--- src/rtl/mult_pkg.sv ---
// Shared types and defaults for the shift-add multiplier scheduler.
package mult_pkg;

    localparam int DEFAULT_W = 4;

    typedef enum logic [2:0] {
        IDLE,
        LOAD,
        ADD,
        SHIFT,
        DONE
    } state_t;

endpackage

--- src/rtl/rr_arb2.sv ---
// Two-way round-robin arbiter; i_ptr names the requester served last, so the other one wins a tie.
module rr_arb2 (
    input  logic [1:0] i_req,
    input  logic       i_ptr,
    output logic [1:0] o_gnt
);

    always_comb begin
        o_gnt = 2'b00;
        case (i_req)
            2'b01:   o_gnt = 2'b01;
            2'b10:   o_gnt = 2'b10;
            2'b11:   o_gnt = i_ptr ? 2'b01 : 2'b10;
            default: o_gnt = 2'b00;
        endcase
    end

endmodule

--- src/rtl/mult_scheduler.sv ---
// Sequences a shared W-bit shift-add multiplier between two requesters.
// Every output is decoded from the registered state and owner, plus m while in ADD.
module mult_scheduler
    import mult_pkg::*;
#(
    parameter int W = DEFAULT_W
) (
    input  logic       clk,
    input  logic       rst_n,
    input  logic [1:0] req,
    output logic [1:0] gnt,
    output logic       sel,
    input  logic       m,
    output logic       load,
    output logic       ad,
    output logic       sh,
    output logic [1:0] done,
    output logic       idle
);

    localparam int            CW   = $clog2(W + 1);
    localparam logic [CW-1:0] LAST = CW'(W);

    state_t        r_state;
    state_t        w_nextState;
    logic          r_owner;
    logic          w_nextOwner;
    logic          r_ptr;
    logic          w_nextPtr;
    logic [CW-1:0] r_count;
    logic [CW-1:0] w_nextCount;
    logic [CW-1:0] w_countInc;
    logic [1:0]    w_arbGnt;
    logic [1:0]    w_ownerOneHot;

    rr_arb2 u_arb (
        .i_req (req),
        .i_ptr (r_ptr),
        .o_gnt (w_arbGnt)
    );

    assign w_ownerOneHot = r_owner ? 2'b10 : 2'b01;
    assign w_countInc    = r_count + CW'(1);

    // Pointer resets to 1 so requester 0 wins the first tie.
    always_ff @(posedge clk or negedge rst_n) begin
        if (!rst_n) begin
            r_state <= IDLE;
            r_owner <= 1'b0;
            r_ptr   <= 1'b1;
            r_count <= '0;
        end else begin
            r_state <= w_nextState;
            r_owner <= w_nextOwner;
            r_ptr   <= w_nextPtr;
            r_count <= w_nextCount;
        end
    end

    always_comb begin
        w_nextState = r_state;
        w_nextOwner = r_owner;
        w_nextPtr   = r_ptr;
        w_nextCount = r_count;
        gnt         = 2'b00;
        sel         = 1'b0;
        load        = 1'b0;
        ad          = 1'b0;
        sh          = 1'b0;
        done        = 2'b00;
        idle        = 1'b0;

        if (r_state != IDLE) begin
            gnt = w_ownerOneHot;
            sel = r_owner;
        end

        case (r_state)
            IDLE: begin
                idle = 1'b1;
                if (req != 2'b00) begin
                    w_nextOwner = (w_arbGnt == 2'b10);
                    w_nextCount = '0;
                    w_nextState = LOAD;
                end
            end
            LOAD: begin
                load        = 1'b1;
                w_nextState = ADD;
            end
            ADD: begin
                ad          = m;
                w_nextState = SHIFT;
            end
            SHIFT: begin
                sh          = 1'b1;
                w_nextCount = w_countInc;
                w_nextState = (w_countInc == LAST) ? DONE : ADD;
            end
            DONE: begin
                done        = w_ownerOneHot;
                w_nextPtr   = r_owner;
                w_nextState = IDLE;
            end
            default: begin
                w_nextState = IDLE;
            end
        endcase
    end

endmodule

--- config.mk ---
export PLATFORM = sky130hd
export DESIGN_NAME = mult_scheduler
export DESIGN_NICKNAME = d
export VERILOG_FILES = /design/src/rtl/mult_pkg.sv /design/src/rtl/rr_arb2.sv /design/src/rtl/mult_scheduler.sv
export SDC_FILE = /design/constraint.sdc
export NUM_CORES = 1
export LEC_CHECK = 0
export CORE_AREA = 2 2 39 41
export CTS_BUF_LIST = sky130_fd_sc_hd__clkbuf_4
export DETAILED_ROUTE_END_ITERATION = 10
export DIE_AREA = 0 0 41 43
export PLACE_DENSITY = 0.68
export REMOVE_ABC_BUFFERS = 1
export SETUP_SLACK_MARGIN = 0.1
export SYNTH_ARGS = -nofsm -noshare
export SYNTH_HDL_FRONTEND = slang
export SYNTH_SLANG_ARGS = --single-unit
--- constraint.sdc ---
create_clock -name clk -period 1.3 [get_ports clk]
set_input_delay 0.39 -clock clk [delete_from_list [all_inputs] [get_ports clk]]
set_output_delay 0.39 -clock clk [all_outputs]
set_load 0.1 [all_outputs]
; Word level (Yosys, flattened, before mapping)
; Index checks and enable logic that the tools add are counted.
[classes]
addsub = 1
n_eq_ne = 10
n_mux = 15
n_reduce_logical = 6
[op_table]
columns = op, n
row1 = case mux 3 bit (4 select lines), 1
row2 = two-way mux 3 bit, 3
row3 = two-way mux 2 bit, 4
row4 = == test 2 bit (second input constant), 3
row5 = == test 3 x 2 -> 1 bit (second input constant), 2
row6 = == test 3 bit (second input constant), 2
row7 = case mux 2 bit (3 select lines), 1
row8 = case mux 3 bit (2 select lines), 1
row9 = two-way mux 1 bit, 5
row10 = AND reduction 2 bit, 2
row11 = nonzero test 2 bit, 2
row12 = adder 3 x 1 -> 3 bit (second input constant), 1
row13 = == test 3 x 1 -> 1 bit (second input constant), 1
row14 = logical NOT 3 bit, 1
row15 = nonzero test 3 bit, 1
row16 = == test 2 x 1 -> 1 bit (second input constant), 1
row17 = != test 2 bit (second input constant), 1
[totals]
regBits = 8
output_inout_bits = 9
word_cells = 36

; Longest topological paths before layout
[logic_depth]
ltp_word = 4
ltp_mapped = 4
ltp_nobuf = 4

; By module
; Synthesis repeated with hierarchy kept, for this count alone.
[unflattened]
cells_unflattened = 45
hier_area_um2 = 474.2
[modules_own_cells]
columns = mod, instances, cells_per_inst, area_each_um2, seq_area_each_um2
row1 = mult_scheduler, 1, 42, 455.4, 201.4
row2 = rr_arb2, 1, 3, 18.8, 0.0

; Worst setup path before layout
; OpenSTA, ideal clock, no wires.
[synth_timing]
kind = flip-flop to output port
from = register r_state[0]
to = output port gnt[1]
t_arrival_ns = 2.595
t_required_ns = 0.910
setup_slack_ns = -1.685
path_stages_with_launch = 4
path_buffers = 1
cell_sequence = dfrtp_1 > nor3_4 > nor2b_1 > buf_4
[synth_via]
elab_chain_len = 2
[synth_rtl]
columns = item, line_no
row1 = from (decl), mult_scheduler.sv:24  ; state_t r_state;
row2 = from (signal assigned), mult_scheduler.sv:53  ; r_state <= w_nextState;
row3 = nonzero test 3 bit, mult_scheduler.sv:73  ; if (r_state != IDLE) begin
row4 = two-way mux 2 bit, mult_scheduler.sv:73
row5 = to (decl), mult_scheduler.sv:11  ; output logic [1:0] gnt,
; No other way between the ends.

; Final worst setup path
[layout_timing]
from = register r_state[0]
to = output port idle
[layout_via]
elab_chain_len = 2
[layout_rtl]
columns = item, line_no
row1 = logical NOT 3 bit, mult_scheduler.sv:78  ; case (r_state)
row2 = two-way mux 1 bit, mult_scheduler.sv:78
row3 = to (decl), mult_scheduler.sv:18  ; output logic idle
; No other way between the ends.

==> results.sh <==
export IMPL_routed_via_count=449
export IMPL_route_detailed_drc=0
export IMPL_violations="negative setup slack"
export IMPL_start_util_pct=33.7
export IMPL_yosys_area_share_simple_pct=26.0
export IMPL_synth_seq_cells=8
export IMPL_synth_top_area_share_pct=37.5
export IMPL_multi_input_area_um2=304
export IMPL_period_needed_ps=1690
export IMPL_synthArstFlopShare_pct=100
export IMPL_crit_family="flip-flops"
export IMPL_yosys_area_top_type="dfrtp_1"
export IMPL_finalWeightedCongestion=0.748
export IMPL_cp_num_buf_inv=3
export IMPL_grtUsageTotal_pct=16.6
export IMPL_core_um2=1380
export IMPL_die_w_um=41
export IMPL_port_buffers=13
export IMPL_cts_tree="built"
export IMPL_drtAntennaViolNets=0
export IMPL_final_nets=86
export IMPL_grt_max_degree=9
export IMPL_postLayoutCoreUtil_pct=69.3
export IMPL_numCtsBuffers=3
export IMPL_clockRootBuffer="clkbuf_4"
export IMPL_overflow=0
export IMPL_rsz0062_at_grt="yes"
export IMPL_seq_area_um2=205
export IMPL_grt_pass1_wl_mm=1.96
export IMPL_period_share_pct=130
export IMPL_cp_required_ps=910
export IMPL_tightest_slew_ps=369
export IMPL_crit_slowest_cell="dfrtp_2"
export IMPL_path_max_fanout=5
export IMPL_rows=14
export IMPL_clk_transition_reported_paths_ps=60
export IMPL_first_global_vias=512
export IMPL_wl_per_cell_um=12.3
export IMPL_netlist_top_cells_area="dfrtp_1, dfstp_2, ha_1"
export IMPL_syn_instance_count=43
export IMPL_path_cells="nor3_4, buf_6, buf_12, buf_12"
export IMPL_io_pins=14
export IMPL_finalMaxSlewViolations=0
export IMPL_cp_end_kind="output pin"
export IMPL_synth_edf_count=0
export IMPL_cts_max_level=1
export IMPL_relSlewSlack_pct=75.3
export IMPL_critical_path_class="register to output pin"
export IMPL_stdcell_count=94
export IMPL_hp_class="primary input to async pin"
export IMPL_die_area_um2=1760
export IMPL_critPathArrivalTime_ps=1300
export IMPL_antenna_found_initial=0
export IMPL_use_met2_pct=29.7
export IMPL_cts_sinks=8
export IMPL_drive_above_1_share_pct=66.7
export IMPL_synth_xor_area_share_pct=5.63
export IMPL_crit_top_cell="buf_12"
export IMPL_synth_top_family_by_area="simple AND/OR/NAND/NOR gates"
export IMPL_antennaDiodeCount=0
export IMPL_grtUsageMet1_pct=16.8
export IMPL_cap_violations=0
export IMPL_finalSetupViolations=10
export IMPL_wl_mm=1.16
export IMPL_area_growth_pct=105
export IMPL_synthFlopType="dfrtp_1"
export IMPL_cp_slowest_stage_delay_ps=470
export IMPL_outcome="complete, but fails checks"
export IMPL_fin_ws_ps=-390
export IMPL_initialDrtViolationCount=2
export IMPL_ys_seq_area_share_pct=43.2
export IMPL_syn_avg_cell_area_um2=10.9
export IMPL_syn_area_um2=467
export IMPL_die_y_um=43
export IMPL_synth_mux_area_share_pct=2.14
export IMPL_skew_ps=3.10
export IMPL_ys_types=27
export IMPL_startpoint_type="register"
export IMPL_use_met3_pct=3.14
export IMPL_dpl_cell_count=84
export IMPL_fillers=107
export IMPL_synthAdderAreaFrac_pct=5.36
export IMPL_detailedPlace_worstSlack_ps=-301
export IMPL_ys_warn_count=0
export IMPL_hold_viol_final=0
export IMPL_dp_hpwl_um=861
export IMPL_max_freq_mhz=592
export IMPL_synth_compound_gate_area_share_pct=12.9
export IMPL_dr_pass1_iters=2
export IMPL_whs_ps=412
export IMPL_top_usage_layer="met2"
export IMPL_vias_per_cell=4.78
export IMPL_clk_path_buf_depth=2
export IMPL_clock_latency_ps=250
==> synthesized netlist by cell type, drive strengths merged, types with 2 or more instances <==
cell and count:
a22o 2, and3 3, buf 2, dfrtp 7, ha 2, nand2 3, nor2 6, nor3 2
xnor2 2
==> state kept, by name (all words and copies together), names as in the netlist <==
| signal | cells |
|---|---|
| r_ptr | 1 |
| r_owner | 1 |
| r_count | 3 |
| r_state | 3 |
==> per-layer routing <==
metal | share of wire [%] | vias up
met5 | 0 | -
met4 | 1.8 | 0
met3 | 3.1 | 2
met2 | 56 | 12
met1 | 39 | 215
li1 | - | 220
==> path summary, 6_finish.rpt <==
kind	cells after the start	startpoint	end	slack (ps)
max in group asynchronous	1	rst_n	r_ptr$_DFFE_PN1N_	580
min	1	rst_n	r_count[1]$_DFFE_PN0P_	410
min reg2reg	1	r_ptr$_DFFE_PN1N_	r_ptr$_DFFE_PN1N_	510
max reg2reg	6	r_state[0]$_DFFE_PN0P_	r_owner$_DFFE_PN0P_	-40
max	4	r_state[0]$_DFFE_PN0P_	idle	-390
min in group clk	2	req[1]	r_owner$_DFFE_PN0P_	440
==> layout by cell type (no fill, tap or decap) <==
master | netlist | final
o2bb2ai_1 | 1 | 1
nor2b_4 | 0 | 1
clkdlybuf4s50_1 | 0 | 2
xnor2_1 | 2 | 2
and4_4 | 0 | 1
mux2i_1 | 1 | 1
a21oi_4 | 0 | 1
dfstp_2 | 1 | 1
nand3b_1 | 1 | 1
nand2b_4 | 1 | 1
buf_6 | 1 | 2
ha_2 | 0 | 1
xor2_2 | 0 | 1
nor3_2 | 0 | 1
or2_4 | 0 | 1
inv_1 | 1 | 1
o21a_1 | 1 | 1
clkbuf_4 | 0 | 4
dfrtp_1 | 7 | 4
dlymetal6s2s_1 | 0 | 2
ha_1 | 2 | 1
a22o_1 | 2 | 2
nand2_1 | 3 | 3
a32o_1 | 1 | 1
nor2_4 | 0 | 3
and3_4 | 0 | 1
nor2_1 | 5 | 2
and3_2 | 1 | 1
buf_12 | 0 | 10
buf_4 | 1 | 17
dfrtp_2 | 0 | 3
and3_1 | 2 | 1
nor2_2 | 1 | 1
a21o_1 | 1 | 1
nor3_4 | 1 | 1
==> repair_timing <==
| action | 4_1_cts | 5_1_grt |
|---|---|---|
| setup endpoints to repair | 15 | 14 |
| pin swaps | 2 | 3 |
| gates resized for setup | 12 | 10 |
| buffers inserted | 3 | 3 |
| hold buffers | 0 | 0 |
==> cell families after synthesis <==
logic type               count (synthesis)
flip-flops                               8
XOR/XNOR                                 3
multiplexers                             1
adder cells (fa/ha/maj)                  2
AND/OR/NAND/NOR                         19
buffers and inverters                    3
AO/OA/AOI/OAI                            7
==> final cells by class <==
| class | instances | share of cell area, % |
|---|---|---|
| Timing Repair Buffer | 33 | 41.3 |
| Multi-Input combinational cell | 32 | 31.7 |
| Sequential cell | 8 | 21.4 |
| Clock buffer | 4 | 3.13 |
| Tap cell | 16 | 2.09 |
| Inverter | 1 | 0.392 |
==> stage by stage <==
step | cell area [um^2] | TNS (ps)
floorplan | 448 | -12220
global placement | 806 | -2600
detailed placement | 806 | -2770
CTS | 896 | -3360
global route | 958 | -3870
finish | 958 | -3250
Power is not shown: default switching activity piles up to over one toggle a cycle in this logic, so the estimate is an artifact.
==> patch, RTL diff (same settings) <==
`DEFAULT_W`: 4 -> 2.
--- a/src/rtl/mult_pkg.sv
+++ b/src/rtl/mult_pkg.sv
@@ -1,7 +1,7 @@
 // Shared types and defaults for the shift-add multiplier scheduler.
 package mult_pkg;
 
-    localparam int DEFAULT_W = 4;
+    localparam int DEFAULT_W = 2;
 
     typedef enum logic [2:0] {
         IDLE,
Behaviour: not the same (Yosys sat finds a counterexample within 10 cycles, from zero or initial values and one cycle with rst_n low).
==> patch against the original RTL <==
  * The flow still finishes with violations (negative setup slack)
  * Sequential cell count is 1 lower
  * Count of clock-buffer cells in the layout stayed put
  * Worst setup slack worse by 0.12 ns
  * Final area is 14% lower
  * Routed wire length is 13% lower
  * Synthesized area is 23% lower
  * Critical path type unchanged
  * Largest cell class unchanged
Power is left out: the tool's default activity adds up to more than one toggle a clock period on the data nets, which glitch-free logic cannot reach.
==> patch: results (changes against the original RTL) <==
metric;value;unit;change
Total GRT Usage;15.50;%;-1.1 points
clock latency on the worst-skew pair;0.25;ns;about the same
Avg Vias per Cell;4.621;;-3.3%
Clock Skews;0.002869;ns;-0.0002351 ns
final-report setup violation count;13;;+3
final worst slack;-0.5121;ns;-0.1223 ns
Pre-antenna DRT Iters;4;;+2
delay-heaviest family, CP;simple AND/OR/NAND/NOR gates;;
first-pass GRT wire length;1.773;mm;-9.5%
worst-path maximum fanout;3;;-2
Die Wd;41;µm;unchanged
Hold Crit Class;in -> async;;
antenna violations before repair;0;;unchanged
synth cell count leaders;6 x dfrtp_1, 4 x nand2_1, 4 x nor2_1, 4 x nor3_1;;
met3 usage in global routing;5.236;%;+2.1 points
CTS Root Cell;clkbuf_4;;
Synth cell types;19;;-30%
setup_tns;-4.402;ns;-1.156 ns
met1 Usage GRT;18.21;%;+1.4 points
Synthesis Warnings;0;;unchanged
cts bufs inserted;3;;unchanged
critical path arrival;1.42;ns;+0.12 ns
failing checks;negative setup slack;;
# port buffers;13;;unchanged
DRC marker count from the first detailed-route iteration;2;;unchanged
number of diodes;0;;unchanged
largest net degree at the start of global routing;8;;-1
Max clock buf depth;2;;unchanged
vias in the first global route;413;;-19%
CP peak stage delay;0.43;ns;-0.04 ns
htree depth;1;;unchanged
DR WL/cell;11.54;µm;-6.1%
Regs by FF count;r_state (3), r_count (2);;
nets;78;;-9.3%
Worst-Margin Slew;0.3300;ns;-0.03860 ns
M2 GR Usage;22.81;%;-6.9 points
Final Wtd Congestion;0.7691;;+2.8%
Seq/Total Area, Yosys;49.30;%;+6.1 points
top post-synthesis cells by area;dfrtp_1 42%, dfstp_2 7.3%, nor3_1 5.6%, nand2_1 4.2%, nor2_1 4.2%;;
Reg clk slew, reported paths;0.05;ns;
layout cell share with drive strength beyond 1;64.79;%;-1.9 points
crit path max-delay cell type;or3_4;;
outcome;complete, but fails checks;;
dpl hpwl;702.3;µm;-18%
Async SR Flop Fraction;100.0;%;unchanged
-- patch: changes by cell type in the layout (fill, tap and decap cells not counted), moves of 2 or more --
cell | before | now
buf_6 | 2 | 6
o211ai_1 | 0 | 2
dfrtp_1 | 4 | 6
nand2_1 | 3 | 1
nand2_2 | 0 | 3
a22o_1 | 2 | 0
nor3_1 | 0 | 3
xnor2_1 | 2 | 0
dfrtp_2 | 3 | 0
dlymetal6s2s_1 | 2 | 0
buf_4 | 17 | 12
o21ai_1 | 0 | 2
-- patch: layout make-up --
type                       instances  area, µm²
inverter                           3      16.27
clock buffer                       4      30.03
timing repair buffer              31      376.6
fill                             114      559.3
multi-input combinational         26      205.2
tap                               16      20.02
sequential                         7      176.4
-- patch: cell families after synthesis --
logic type      synth area share [%]
simple gates                   28.67
buf+inv                        6.645
fa+ha+maj                      3.496
compound gates                 11.89
flops                          49.30
-- patch: per-stage QoR --
step / util [%] / setup slack, ns / instance area [µm²] / instances
2_1_floorplan: - / -1.739 / 350.3 / 36
3_3_place_gp: 48.64 / -0.4073 / 673.1 / 76
3_5_place_dp: 48.64 / -0.4421 / 673.1 / 76
4_1_cts: 56.87 / -0.5145 / 787.0 / 83
5_1_grt: 59.58 / -0.5499 / 824.5 / 87
6_report: 59.58 / -0.5121 / 824.5 / 87
-- patch: worst reg2reg max path: stages (launching register included) --
cell and delay [ns]:
dfrtp_1 0.38, or3_4 0.43, buf_4 0.15, buf_6 0.11
o211ai_1 0.15, o21ai_1 0.09
-- patch: path summary, 6_finish.rpt --
| check | startpoint | endpoint | slack (ns) | cells past startpoint |
|---|---|---|---|---|
| min | rst_n | r_state[2]$_DFFE_PN0P_ | 0.40 | 1 |
| min reg2reg | r_count[0]$_DFFE_PN0P_ | r_count[0]$_DFFE_PN0P_ | 0.48 | 1 |
| max in group asynchronous | rst_n | r_ptr$_DFFE_PN1N_ | 0.60 | 1 |
| min in group clk | r_count[0]$_DFFE_PN0P_ | r_count[0]$_DFFE_PN0P_ | 0.48 | 1 |
| max reg2reg | r_state[2]$_DFFE_PN0P_ | r_count[1]$_DFFE_PN0P_ | -0.13 | 5 |
| max | r_state[2]$_DFFE_PN0P_ | gnt[1] | -0.51 | 3 |
-- patch: repair_timing --
| item | 4_1_cts | 5_1_grt |
|---|---|---|
| gates cloned | 0 | 0 |
| hold buffers | 0 | 0 |
| endpoints found under the setup margin | 13 | 13 |
| setup buffers | 3 | 4 |
| gates resized for setup | 22 | 2 |
| pin swaps | 9 | 6 |
-- patch: layer usage --
layer,wire length [µm],up-vias
li1,-,198
met1,386,193
met2,570,11
met3,47,0
met4,0,0
met5,0,-
